### src/rtl/aes_sched_pkg.sv
// Shared types and constants for the AES round scheduler.
//   AES_NR / AES_NB : default round count and state column count (AES-128)
//   aes_sched_state_t : scheduler FSM encoding
//   aes_round_idx() : maps the job-local round counter onto the round-key
//                     index the engine expects (ascending for encrypt,
//                     descending for decrypt).
package aes_sched_pkg;

  localparam int AES_NR = 10;
  localparam int AES_NB = 4;

  typedef enum logic [1:0] {
    SCHED_IDLE = 2'd0,
    SCHED_RUN  = 2'd1,
    SCHED_HOLD = 2'd2
  } aes_sched_state_t;

  function automatic logic [3:0] aes_round_idx(input logic [3:0] cnt,
                                               input logic [3:0] nr,
                                               input logic       dec);
    return dec ? (nr - cnt) : cnt;
  endfunction

endpackage

### src/rtl/aes_rr_arb.sv
// Two-way request arbiter for the AES round scheduler.
//   valid[1:0]  : request valids from requester 0 and 1
//   last_grant  : requester that won the previous arbitration
//   grant[1:0]  : one-hot (or zero) grant, purely combinational
// Build option:
//   AES_SCHED_STRICT_PRIO_EN defined : requester 0 always wins when valid,
//                                      last_grant is ignored.
//   undefined (default)              : round-robin, a tie goes to the
//                                      requester that did not win last.
module aes_rr_arb (
  input  logic [1:0] valid,
  input  logic       last_grant,
  output logic [1:0] grant
);

`ifdef AES_SCHED_STRICT_PRIO_EN
  logic unused_last_grant;
  assign unused_last_grant = last_grant;

  always_comb begin
    grant = 2'b00;
    if (valid[0]) begin
      grant = 2'b01;
    end else if (valid[1]) begin
      grant = 2'b10;
    end
  end
`else
  always_comb begin
    grant = valid;
    // On a tie, hand the engine to whoever did not have it last time.
    if (valid == 2'b11) begin
      grant = last_grant ? 2'b01 : 2'b10;
    end
  end
`endif

endmodule

### src/rtl/aes_sched.sv
// Iterative round scheduler: shares one combinational AES round engine
// between two requesters. A granted block is captured into the state
// register, pushed through the engine for NR+1 consecutive cycles (round
// key index 0..NR for encrypt, NR..0 for decrypt) and then held on the
// response port until the consumer takes it.
// Ports:
//   clk, rst                      : clock, asynchronous active-high reset
//   reqX_valid/ready/dec/data     : requester X block handshake (X = 0, 1)
//   eng_state/eng_round/eng_dec   : operands driven to the round engine
//   eng_result                    : engine output (combinational)
//   rsp_valid/ready/data/src      : result handshake and originating requester
// Build option: AES_SCHED_STRICT_PRIO_EN selects fixed priority (requester 0
// wins) inside aes_rr_arb; the default is round-robin.
module aes_sched
  import aes_sched_pkg::*;
#(
  parameter int NR = AES_NR,
  parameter int NB = AES_NB
) (
  input  logic            clk,
  input  logic            rst,
  input  logic            req0_valid,
  output logic            req0_ready,
  input  logic            req0_dec,
  input  logic [32*NB-1:0] req0_data,
  input  logic            req1_valid,
  output logic            req1_ready,
  input  logic            req1_dec,
  input  logic [32*NB-1:0] req1_data,
  output logic [32*NB-1:0] eng_state,
  output logic [3:0]      eng_round,
  output logic            eng_dec,
  input  logic [32*NB-1:0] eng_result,
  output logic            rsp_valid,
  input  logic            rsp_ready,
  output logic [32*NB-1:0] rsp_data,
  output logic            rsp_src
);

  localparam int         BLK_W = 32 * NB;
  localparam logic [3:0] NR_L  = 4'(NR);

  aes_sched_state_t   state_q, state_d;
  logic [3:0]         cnt_q, cnt_d;
  logic [BLK_W-1:0]   eng_state_q, eng_state_d;
  logic               eng_dec_q, eng_dec_d;
  logic               rsp_src_q, rsp_src_d;
  logic               rsp_valid_q, rsp_valid_d;
  logic               last_grant_q, last_grant_d;
  logic [1:0]         grant;

  aes_rr_arb u_arb (
    .valid      ({req1_valid, req0_valid}),
    .last_grant (last_grant_q),
    .grant      (grant)
  );

  // Ready is only offered while idle; gating with rst keeps it low while
  // reset is asserted even though the FSM already sits in IDLE.
  assign req0_ready = (state_q == SCHED_IDLE) && grant[0] && !rst;
  assign req1_ready = (state_q == SCHED_IDLE) && grant[1] && !rst;

  always_comb begin
    state_d      = state_q;
    cnt_d        = cnt_q;
    eng_state_d  = eng_state_q;
    eng_dec_d    = eng_dec_q;
    rsp_src_d    = rsp_src_q;
    rsp_valid_d  = rsp_valid_q;
    last_grant_d = last_grant_q;
    case (state_q)
      SCHED_IDLE: begin
        if (grant[0]) begin
          eng_state_d  = req0_data;
          eng_dec_d    = req0_dec;
          rsp_src_d    = 1'b0;
          last_grant_d = 1'b0;
          cnt_d        = 4'd0;
          state_d      = SCHED_RUN;
        end else if (grant[1]) begin
          eng_state_d  = req1_data;
          eng_dec_d    = req1_dec;
          rsp_src_d    = 1'b1;
          last_grant_d = 1'b1;
          cnt_d        = 4'd0;
          state_d      = SCHED_RUN;
        end
      end
      SCHED_RUN: begin
        eng_state_d = eng_result;
        // The final round is still applied on the cnt==NR edge; cnt then
        // parks at NR rather than wrapping.
        if (cnt_q == NR_L) begin
          state_d     = SCHED_HOLD;
          rsp_valid_d = 1'b1;
        end else begin
          cnt_d = cnt_q + 4'd1;
        end
      end
      SCHED_HOLD: begin
        if (rsp_ready) begin
          rsp_valid_d = 1'b0;
          state_d     = SCHED_IDLE;
        end
      end
      default: begin
        rsp_valid_d = 1'b0;
        state_d     = SCHED_IDLE;
      end
    endcase
  end

  always_ff @(posedge clk or posedge rst) begin
    if (rst) begin
      state_q      <= SCHED_IDLE;
      cnt_q        <= 4'd0;
      eng_state_q  <= '0;
      eng_dec_q    <= 1'b0;
      rsp_src_q    <= 1'b0;
      rsp_valid_q  <= 1'b0;
      last_grant_q <= 1'b1;
    end else begin
      state_q      <= state_d;
      cnt_q        <= cnt_d;
      eng_state_q  <= eng_state_d;
      eng_dec_q    <= eng_dec_d;
      rsp_src_q    <= rsp_src_d;
      rsp_valid_q  <= rsp_valid_d;
      last_grant_q <= last_grant_d;
    end
  end

  assign eng_state = eng_state_q;
  assign eng_dec   = eng_dec_q;
  assign eng_round = aes_round_idx(cnt_q, NR_L, eng_dec_q);
  assign rsp_valid = rsp_valid_q;
  assign rsp_data  = eng_state_q;
  assign rsp_src   = rsp_src_q;

endmodule

### config.mk
export PLATFORM = sky130hd
export DESIGN_NAME = aes_sched
export DESIGN_NICKNAME = d
export VERILOG_FILES = /design/src/rtl/aes_sched_pkg.sv /design/src/rtl/aes_rr_arb.sv /design/src/rtl/aes_sched.sv
export SDC_FILE = /design/constraint.sdc
export NUM_CORES = 1
export LEC_CHECK = 0
export BUFFER_PORTS_ARGS = -buffer_cell sky130_fd_sc_hd__buf_2
export CAP_MARGIN = 40
export CORE_AREA = 2 2 255 257
export CTS_CLUSTER_DIAMETER = 200
export DETAILED_ROUTE_END_ITERATION = 16
export DIE_AREA = 0 0 257 259
export PLACE_DENSITY_LB_ADDON = 0.2
export SLEW_MARGIN = 40
export SYNTH_ARGS = -nofsm -noshare
export SYNTH_HDL_FRONTEND = slang
export SYNTH_SLANG_ARGS = --single-unit
export TNS_END_PERCENT = 10
### constraint.sdc
create_clock -name clk -period 6.25 [get_ports clk]
set_clock_uncertainty 0.05 [all_clocks]
set_input_delay 1.25 -clock clk [delete_from_list [all_inputs] [get_ports clk]]
set_output_delay 1.25 -clock clk [all_outputs]
set_load 0.05 [all_outputs]
# Word-level counts from Yosys, hierarchy flattened

Cells that the tools add are included.

Bits in registers: 138

Reduce and logical (&&, ||, !) cells: 13
Bitwise operators: 1
Add/subtract/negate cells: 2
Muxes and demuxes: 22
Equality and inequality tests: 8

Operators by type and width:

| cell                                           | count |
|---|---|
| 2-to-1 mux 128 bit                             | 2 |
| case mux 128 bit (2 select lines)              | 1 |
| 2-to-1 mux 4 bit                               | 4 |
| 2-to-1 mux 2 bit                               | 6 |
| AND reduction 3 bit                            | 3 |
| case mux 4 bit (2 select lines)                | 1 |
| 2-to-1 mux 1 bit                               | 6 |
| inequality test 2 bit (second input constant)  | 3 |
| case mux 2 bit (3 select lines)                | 1 |
| adder 4 x 1 -> 4 bit (second input constant)   | 1 |
| == test 2 bit (second input constant)          | 2 |
| == test 4 bit (second input constant)          | 1 |
| logical AND 1 bit                              | 4 |
| AND reduction 2 bit                            | 2 |
| nonzero test 2 bit                             | 2 |
| subtractor 4 bit (first input constant)        | 1 |
| inequality test 3 bit (second input constant)  | 1 |
| case mux 1 bit (3 select lines)                | 1 |
| == test 2 x 1 -> 1 bit (second input constant) | 1 |
| zero test 2 bit                                | 1 |
| zero test 1 bit                                | 1 |
| NOT 1 bit                                      | 1 |

# Depth between registers and ports, before layout

Depth after elaboration: 5
Depth in mapped cells: 7

# Cells and area by module

Synthesis repeated with hierarchy kept, for this count alone.

Cell total of the unflattened synthesis: 747
Area, all modules: 9,865.7 µm²

By module, submodules not included:

| module     | instances | sequential area each (µm²) | cells an instance | area each (µm²) |
|---|---|---|---|---|
| aes_sched  | 1         | 3,454.6                    | 744               | 9,846.9 |
| aes_rr_arb | 1         | 0.0                        | 3                 | 18.8 |

# Worst setup path before layout

No wires, ideal clock.

Kind: input to output
From: input port rst
To: output port req1_ready
Arrival time: 4.995 ns
Stages on the path: 2
Data required time: 4.950 ns
Path buffers: 0
Setup slack: -0.045 ns
Path through: inv_1 > and4_1

Longest elaborated chain between the ends: 2

RTL lines:

| element                          | line            | RTL |
|---|---|---|
| start, declared                  | aes_sched.sv:21 | `input logic rst,` |
| zero test 1 bit (no source line) | n/a             |  |
| logical AND 1 bit                | aes_sched.sv:61 | `assign req1_ready = (state_q == SCHED_IDLE) && grant[1] && !rst;` |
| end, declared                    | aes_sched.sv:27 | `output logic req1_ready,` |

Every way passes these cells.

# Final worst setup path

From: input port req1_valid
To: output port req0_ready

Longest elaborated chain between the ends: 4

RTL lines:

| element                        | line             | RTL |
|---|---|---|
| start, declared                | aes_sched.sv:26  | `input logic req1_valid,` |
| == test 2 bit                  | aes_rr_arb.sv:32 | `if (valid == 2'b11) begin` |
| 2-to-1 mux 2 bit               | aes_rr_arb.sv:32 |  |
| logical AND 1 bit (2 in a row) | aes_sched.sv:60  | `assign req0_ready = (state_q == SCHED_IDLE) && grant[0] && !rst;` |
| end, declared                  | aes_sched.sv:23  | `output logic req0_ready,` |

Every way passes these cells.

==> flow_summary_export.csv <==
group,metric,value,unit
critical_path,critPathMostFrequentCell,"buf_2",
finish,areaGrowthSynthToFinish,45.6,%
routing,routed_wl,36700,um
critical_path,crit_path_max_fanout,30,
min_path,holdPathStages,2,
critical_path,arrival,2700,ps
critical_path,cpPeakStageDelay,460,ps
clocking,clock_path_buffers,2,
finish,post-route-util,19.3,%
power_and_ir_drop,p_sw,4.61,mW
critical_path,start_kind,"input port",
placement,placed_area,11700,sq um
sta,setup_slack,2250,ps
clocking,post-cts-setup-buffers,0,
routing,firstDrtPassIters,4,
sta,slew_violations,0,
critical_path,r2r_end,"eng_state[18]",
grt,grt_pass1_vias,8414,
power_and_ir_drop,power_leakage,6.19,nW
finish,seqCellArea,3460,sq um
synth,yosysTopAreaCell,"dfrtp_1",
clocking,htreeDepth,4,
clocking,clkTransAtPathRegs,60,ps
clocking,cts_root_buf,"clkbuf_16",
clocking,cts_tree,"built",
placement,portBuffers,655,
finish,fin_nets,1723,
synth,yosys_warnings,0,
synth,synth_cell_types,36,
power_and_ir_drop,switching_share,60.2,%
power_and_ir_drop,p_clk_share,14.4,%
grt,antenna_found_initial,7,
critical_path,setup.worst_path.start,"req1_valid",
floorplanning,io_pins,656,
power_and_ir_drop,power_per_cell_area,622,nW/um^2
critical_path,ff2ff_setup_slack,2970,ps
critical_path,timing.rr.start,"state_q[0]",
synth,synth_top_area_share,40.6,%
clocking,ctsHoldBuffers,0,
routing,via_count,8109,
power_and_ir_drop,ir_drop,0.260,mV
placement,gp_congestion,0.809,
finish,fillers,7178,
critical_path,crit_required,4950,ps
critical_path,r2r_cells,7,
sta,finalSetupViolCount,0,
power_and_ir_drop,internal_power,3.04,mW
synth,netlist_top_cells_count,"dfrtp_1, buf_4, mux2i_1",
grt,grtUsageTotal,10.8,%
clocking,cts_sinks,138,
grt,grt_util_met3,3.64,%
routing,vias_per_cell,3.69,
sta,finalSetupTns,0,ps
synth,synth_ff_type,"dfrtp_1",
grt,grtUsageMet2,19.5,%
floorplanning,dieArea,66600,sq um
finish,multi_input_area,3710,sq um
sta,period_share,64.0,%
synth,async_reset_ff_share,100,%
grt,busiest_layer,"met2",
synth,synth.area.top_cells,"dfrtp_1, mux2i_1, buf_4",
clocking,clkLatencyLatePin,470,ps
floorplanning,dieHeight,259,um
run,cap_violations,0,
grt,met1_usage,12.0,%
synth,synth_most_common_cell,"dfrtp_1",
grt,gr-total-overflow,0,
synth,synth-seq-cells,138,
placement,dp_hpwl,27300,um
placement,pre_cts_slack,2120,ps
critical_path,critical_path_buf_inv_count,2,
power_and_ir_drop,p_comb_share,63.4,%
synth,synthesis.nets,1229,
routing,drc_errors,0,
sta,maxSlewHeadroom,51.6,%
floorplanning,fp-row-count,93,
finish,drive_gt1_share,53.7,%
critical_path,endpoint_kind,"output port",
finish,final_area,12300,sq um
min_path,hold_class,"reg2reg",
critical_path,crit_family,"simple AND/OR/NAND/NOR gates",
power_and_ir_drop,pwr-share-seq,22.2,%
sta,worst_pin_slew,726,ps
synth,avgSynthCellArea,10.1,sq um
sta,min_period,4000,ps
clocking,cts_buffers,17,
synth,synth_area,8450,sq um
routing,drtIter0Drc,322,
synth,synthCells,835,
sta,max_freq,250,MHz
routing,ant_nets,0,
synth,synth-edff-count,0,
critical_path,path_class,"in2out",
run_status,outcome,"finished clean",
placement,dp_cells,2165,
grt,grt_pass1_wl,53500,um
finish,final_cell_count_no_fill,2198,
grt,grt_max_degree,104,
critical_path,cp_slowest_cell,"nor4_1",
synth,yosysSeqAreaShare,40.9,%
floorplanning,coreArea,63900,sq um
routing,wl_per_cell,16.7,um
floorplanning,die_x,257,um
min_path,hp-start,"rsp_valid",
min_path,hold_end,"rsp_valid",
floorplanning,initial_utilization,13.2,%
sta,hold_violations,0,
clocking,ctsResizeCount,0,
critical_path,crit_chain,"buf_2 -> nand2b_1 -> nand2_8 -> nor4_1 -> buf_2",
sta,rsz0062_at_grt,"no",
==> worst max-delay path by stage <==
stage,end,depth (start not counted),slack (ps)
floorplan,req1_ready,2,920
global placement,req0_ready,5,2240
detailed placement,req0_ready,5,2120
CTS,req0_ready,5,2140
global route,req0_ready,5,2080
finish,req0_ready,5,2250
==> layout by cell type, fill, tap and decap left out, types with 3 or more instances in the layout <==
| cell type | Yosys | final |
|---|---|---|
| nand3_1 | 4 | 4 |
| nand2_1 | 7 | 7 |
| clkbuf_1 | 30 | 3 |
| a22oi_2 | 10 | 10 |
| nor2_1 | 72 | 72 |
| clkbuf_16 | 0 | 17 |
| o21ai_0 | 55 | 54 |
| mux2i_1 | 129 | 129 |
| buf_2 | 14 | 655 |
| buf_6 | 7 | 3 |
| buf_4 | 136 | 8 |
| a22oi_1 | 49 | 49 |
| bufinv_16 | 0 | 3 |
| dfrtp_1 | 137 | 135 |
| a211oi_1 | 69 | 69 |
| nor3b_1 | 70 | 70 |
| clkinv_4 | 0 | 4 |
| a21oi_1 | 3 | 3 |
| ha_1 | 3 | 3 |
| o21ai_1 | 10 | 10 |
==> power by group through the flow <==
stage	logic, mW	registers, mW	clock network (mW)
2_1_floorplan	2.91	2.84	0
3_3_place_gp	4.90	1.72	0
3_5_place_dp	4.93	1.72	0
4_1_cts	4.93	1.72	1.16
5_1_grt	5.12	1.76	1.19
6_report	4.85	1.70	1.10
==> logic make-up (layout without fill, tap and decap cells) <==
kind of cell	after synthesis	after routing	synth area share (%)
AOI/OAI and AO/OA	199	199	16.2
buffers and inverters	197	704	15.7
and+or+nand+nor	165	165	11.0
DFF	138	138	40.9
muxes	130	130	15.4
adders and majority gates	3	3	0.444
xor gates and xnor gates	3	3	0.311
other	0	1	0
==> registers in the layout, indices dropped and copies added (netlist names) <==
signal        flops
rsp_src           1
eng_state       128
last_grant_q      1
state_q           2
eng_dec           1
rsp_valid         1
cnt_q             4
==> worst reg2reg max path: stages, from the launching register on <==
cell      delay [ps]
dfrtp_2          610
buf_4            560
nor3_2           240
or2_2            350
nor2_4           360
buf_16           210
buf_4            510
a211oi_1         230
==> metrics by stage <==
stage	total power, mW	hold slack [ps]
after floorplan	5.75	458
after global placement	6.62	445
after CTS	7.81	482
after global routing	8.07	508
after detailed placement	6.65	463
final	7.65	469
==> layout make-up <==
type                            count  area share, %
Clock inverter                     10           1.16
Tap cell                          855           8.70
Multi-Input combinational cell    500           30.1
Timing Repair Buffer              669           28.0
Antenna cell                        1         0.0203
Sequential cell                   138           28.1
Clock buffer                       22           3.77
Inverter                            3          0.122
==> metal layers <==
layer	vias up	wire, um
li1	3876	-
met3	29	2610
met2	374	19000
met5	-	80
met4	12	495
met1	3818	14500
Note: power is estimated with default switching activity, not from simulation.
